[src/rtl/reg_file.sv]
// 32 x 64-bit register file with two combinational read ports and one write port.
// X31 is hard-wired to zero; all other registers clear asynchronously on rst_n.

// One-hot write-enable decoder. X31 has no storage, so only X0..X30 get an enable;
// an index of 31 simply produces no enable.
module regDecoder #(
  parameter int NUM_REGS = 32,
  parameter int IDX_W    = $clog2(NUM_REGS)
) (
  input  logic                  writeEnable,
  input  logic [IDX_W-1:0]      writeIndex,
  output logic [NUM_REGS-2:0]   regEnable
);

  // Decode the write index and gate it with the write enable.
  always_comb begin
    regEnable = '0;
    for (int i = 0; i < NUM_REGS - 1; i++) begin
      if (writeEnable && (writeIndex == IDX_W'(i))) begin
        regEnable[i] = 1'b1;
      end
    end
  end

endmodule

// One storage register with load enable and asynchronous clear.
module regCell #(
  parameter int DATA_WIDTH = 64
) (
  input  logic                  clk,
  input  logic                  rst_n,
  input  logic                  enable,
  input  logic [DATA_WIDTH-1:0] dataIn,
  output logic [DATA_WIDTH-1:0] dataOut
);

  // Load on enable; clear immediately when reset is asserted.
  always_ff @(posedge clk or negedge rst_n) begin
    if (!rst_n) begin
      dataOut <= '0;
    end else if (enable) begin
      dataOut <= dataIn;
    end
  end

endmodule

// One-bit N:1 selector; one instance per output bit per read port.
module regMux #(
  parameter int NUM_REGS = 32,
  parameter int IDX_W    = $clog2(NUM_REGS)
) (
  input  logic [NUM_REGS-1:0] bitsIn,
  input  logic [IDX_W-1:0]    select,
  output logic                bitOut
);

  // Pick the bit of the addressed register.
  always_comb begin
    bitOut = bitsIn[select];
  end

endmodule

module reg_file #(
  parameter int DATA_WIDTH = 64,
  parameter int NUM_REGS   = 32
) (
  input  logic                  clk,
  input  logic                  rst_n,
  input  logic                  RegWrite,
  input  logic [4:0]            WriteRegister,
  input  logic [DATA_WIDTH-1:0] WriteData,
  input  logic [4:0]            ReadRegister1,
  input  logic [4:0]            ReadRegister2,
  output logic [DATA_WIDTH-1:0] ReadData1,
  output logic [DATA_WIDTH-1:0] ReadData2
);

  localparam int IDX_W = 5;

  logic [NUM_REGS-2:0]   regEnable;
  logic [DATA_WIDTH-1:0] regQ [NUM_REGS];
  // Bit-sliced view: column b holds bit b of every register, feeding the per-bit muxes.
  logic [NUM_REGS-1:0]   bitColumn [DATA_WIDTH];

  regDecoder #(
    .NUM_REGS (NUM_REGS),
    .IDX_W    (IDX_W)
  ) uDecoder (
    .writeEnable (RegWrite),
    .writeIndex  (WriteRegister),
    .regEnable   (regEnable)
  );

  for (genvar r = 0; r < NUM_REGS - 1; r++) begin : gCell
    regCell #(
      .DATA_WIDTH (DATA_WIDTH)
    ) uCell (
      .clk     (clk),
      .rst_n   (rst_n),
      .enable  (regEnable[r]),
      .dataIn  (WriteData),
      .dataOut (regQ[r])
    );
  end

  // The last register is the zero register: constant, no storage.
  always_comb begin
    regQ[NUM_REGS-1] = '0;
  end

  for (genvar b = 0; b < DATA_WIDTH; b++) begin : gBit
    for (genvar r = 0; r < NUM_REGS; r++) begin : gCol
      assign bitColumn[b][r] = regQ[r][b];
    end

    regMux #(
      .NUM_REGS (NUM_REGS),
      .IDX_W    (IDX_W)
    ) uMux1 (
      .bitsIn (bitColumn[b]),
      .select (ReadRegister1),
      .bitOut (ReadData1[b])
    );

    regMux #(
      .NUM_REGS (NUM_REGS),
      .IDX_W    (IDX_W)
    ) uMux2 (
      .bitsIn (bitColumn[b]),
      .select (ReadRegister2),
      .bitOut (ReadData2[b])
    );
  end

endmodule

[config.mk]
export PLATFORM = sky130hd
export DESIGN_NAME = reg_file
export DESIGN_NICKNAME = d
export VERILOG_FILES = /design/src/rtl/reg_file.sv
export SDC_FILE = /design/constraint.sdc
export NUM_CORES = 2
export LEC_CHECK = 0
export CAP_MARGIN = 20
export CORE_MARGIN = 4
export CORE_UTILIZATION = 55
export CTS_BUF_LIST = sky130_fd_sc_hd__clkbuf_4 sky130_fd_sc_hd__clkbuf_8
export CTS_CLUSTER_SIZE = 12
export DETAILED_ROUTE_END_ITERATION = 8
export GPL_ROUTABILITY_DRIVEN = 0
export PLACE_DENSITY = 0.69
export SLEW_MARGIN = 20
export SYNTH_ARGS = -nofsm -noshare
export SYNTH_HDL_FRONTEND = slang
export SYNTH_SLANG_ARGS = --single-unit
[constraint.sdc]
create_clock -name clk -period 5.1 [get_ports clk]
set_clock_uncertainty 0.1 [all_clocks]
set_input_delay 1.275 -clock clk [delete_from_list [all_inputs] [get_ports clk]]
set_output_delay 1.275 -clock clk [all_outputs]
set_load 0.01 [all_outputs]
==> summary.md <==
| Metric | Value |
|---|---|
| TritonCTS Sinks | just under 2000 |
| Placed cells | roughly 10000 |
| Fin. Hold Viols | 0 |
| Antenna viol nets, final | 0 |
| Sequential area share after synthesis | 0.459 |
| Worst skew pair latency | 1.11 ns |
| FF+latch count, synth | roughly 2000 |
| Synth unique cells | 45 |
| Drt wl/cell | 32.9 um |
| Drt pass-1 iters | 5 |
| Multi-input logic area | 54100 um2 |
| GRT Util Overall | 0.343 |
| Layout cell share with drive strength beyond 1 | 0.498 |
| Drt initial violations | a little over 7000 |
| Critical Path AT | approximately 3.7 ns |
| CTS tree | built |
| Outcome | completed |
| Min cycle time layout | around 5.1 ns |
| Slew Limit Fails | 0 |
| Syn Nets | 7741 |
| EDFF count, synth | 0 |
| Hold path depth | 1 |
| Leakage | approximately 54 nW |
| Highest routed layer | met5 |
| Synth warn | 0 |
| NumNets Final | 7869 |
| Hold path startpoint | gCell[19].uCell.dataOut[61] |
| Root Buffer | clkbuf_8 |
| Max Freq | roughly 200 MHz |
| Number of CTS-inserted buffers | 359 |
| Post-DP HPWL | roughly 200000 um |
| RSZ-0062 raised after global routing | yes |
| Synthesized area | 108000 um2 |
| Worst vdd ir | 0.323 mV |
| Critical path launch point type | input port |
| R2r startpoint | gCell[10].uCell.dataOut[24] |
| Ports | 210 |
| Final setup violating endpoints | 0 |
| CTS max path bufs | 4 |
| CTS H-tree lvls | 5 |
| Die footprint | 204000 um2 |
| Reg area | around 50000 um2 |
| Fill count | approximately 15000 |
| Final period utilization | 0.996 |
| Total chip power | 46.9 mW |
| Hold Path Sink | gCell[19].uCell.dataOut[61] |
| Final Non-Filler Cells | 10678 |
| R2R cell count | 1 |
| Crit Path Category | in2out |
| Met2 wire len | 162000 um |
| Via/cell ratio | 6.84 |
| Pwr per Cell Area | 381 nW/um2 |
| Via count | 73046 |
| Wire length on met3 | approximately 32000 um |
| Clk pin slew, worst setup/hold paths | ~0.06 ns |
| Reg2reg end | gCell[10].uCell.dataOut[24] |
| Maxcap violations | 0 |
| Row Count | 162 |
| Post-Route WL | roughly 350000 um |
| Synth-to-layout area growth | 13.5% |
| Final Hold Slack | around 0.41 ns |
| First-pass GRT wire length | 520000 um |
| Largest net degree at the start of global routing | ~150 |
| Max reg flops | 1984 |
| Worst Hold Class | reg2reg |
| Worst slew pin tran | 1.18 ns |
| Flop2flop setup slack | 4.17 ns |
| Largest Register | gCell.uCell.dataOut |
| Largest regs | gCell.uCell.dataOut: 1984 flops |
| Initial core utilization | 0.554 |
| Gate count of the mapped netlist | 7659 |
| Vias in the first global route | 76069 |
| DRC Markers | 0 |
| Initial antenna violation count | 22 |
| Worst Path Max Fanout | 31 |
| Die width | 452 um |
| Fraction of registers with async set/reset | 1.00 |
| Die Ht | 452 um |
| Total grt overflow | 0 |
| Worst path required time | 3.72 ns |
| Avg Cell Area, Syn | 14.1 um2 |
| Worst setup EP type | output pin |
| Slew HR | 0.213 |
| Port Buffers | 209 |
| Most common flop cell mapped by yosys | dfrtp_1 |
| Met1 WL | ~140000 um |
| Core Box Area | 195000 um2 |
-- worst max path at each step --
stage,from,end,slack (ns),depth (start not counted)
after detailed placement,ReadRegister1[0],ReadData1[6],-0.32,9
after global placement,ReadRegister1[0],ReadData1[6],-0.35,9
after CTS,ReadRegister1[0],ReadData1[53],0.006,10
final,ReadRegister2[0],ReadData2[12],0.02,7
after global routing,ReadRegister2[0],ReadData2[60],-0.003,8
after floorplan,ReadRegister2[1],ReadData2[0],0.77,8
-- area by class of cell --
| type | count | share of cell area |
|---|---|---|
| Antenna cell | 21 | 0.000428 |
| Clock buffer | 552 | 0.0568 |
| Clock inverter | 55 | 0.00302 |
| Multi-Input combinational cell | 4735 | 0.440 |
| Sequential cell | 1984 | 0.404 |
| Tap cell | 2624 | 0.0267 |
| Timing Repair Buffer | 707 | 0.0688 |
-- power by group --
group / internal [mW] / total [mW] / switching, mW
clock network: 8.81 / 15.6 / 6.83
registers: 18.8 / 21.2 / 2.34
logic: 6.04 / 10.0 / 4.00
total: 33.7 / 46.9 / 13.2
-- kinds of logic (layout without fill, tap and decap cells) --
family | Yosys count | count (layout) | synth area share
muxes | 3327 | 3327 | 0.407
DFF | 1984 | 1984 | 0.459
other | 0 | 21 | 0
and+or+nand+nor | 385 | 385 | 0.0196
buffers and inverters | 940 | 1314 | 0.0456
AOI/OAI and AO/OA | 1023 | 1023 | 0.0694
-- placed cells by master (no fill, tap or decap), drive strengths merged, types with 63 or more instances in the layout --
cell type      count
a211oi           128
a21o             127
a21oi            128
a221oi           127
a22o              63
buf              507
clkbuf           554
clkdlybuf4s50    196
dfrtp           1984
mux2            2176
mux2i            510
mux4             641
nand2             80
nor2              81
nor2b            135
o2111a            63
o211ai            64
o21ai            128
o22a              63
o22ai             65
o31ai             64
or2               64
-- routing by layer --
metal	up-vias	global-route usage
met5	-	0.000466
met4	10	0.171
met3	1083	0.0764
met2	3695	0.530
met1	38703	0.461
li1	29555	-
-- synth_stat cells (all sizes together), types with 65 or more instances --
cell	instances	area share
mux4	641	0.13
mux2	2176	0.23
nand2	80	0.0029
buf	560	0.032
o22ai	65	0.0038
a211oi	128	0.0089
nor2	81	0.0030
a21o	127	0.0088
a21oi	128	0.0059
nor2b	135	0.0078
clkbuf	380	0.013
a221oi	127	0.010
o21ai	128	0.0059
mux2i	510	0.047
dfrtp	1984	0.46
-- critical path, cell delays in order --
cell and delay [ns]:
buf_8 0.17, nor2b_4 0.26, buf_12 0.37, a21oi_1 0.12, a221oi_1 0.42, o2111a_1 0.43
clkdlybuf4s50_1 0.60
-- through the flow --
step | util | TNS (ns) | setup slack (ns) | cell area (um2)
final | 0.629 | 0 | 0.0221 | 123000
after CTS | 0.628 | 0 | 0.00611 | 123000
after global routing | 0.629 | -0.00294 | -0.00294 | 123000
after detailed placement | 0.590 | -0.624 | -0.325 | 115000
after floorplan | - | 0 | 0.771 | 108000
after global placement | 0.590 | -0.806 | -0.348 | 115000
-- repair_timing --
| action | CTS | global route |
|---|---|---|
| pin swaps | 0 | 0 |
| gates resized for setup | 12 | 16 |
| endpoints found under the hold margin | 34 | 0 |
| hold buffers | 1 | 0 |
| buffers inserted | 0 | 1 |
| setup endpoints to repair | 11 | 29 |
| gates cloned | 0 | 1 |
No activity file was read; power rests on OpenSTA's default activity.
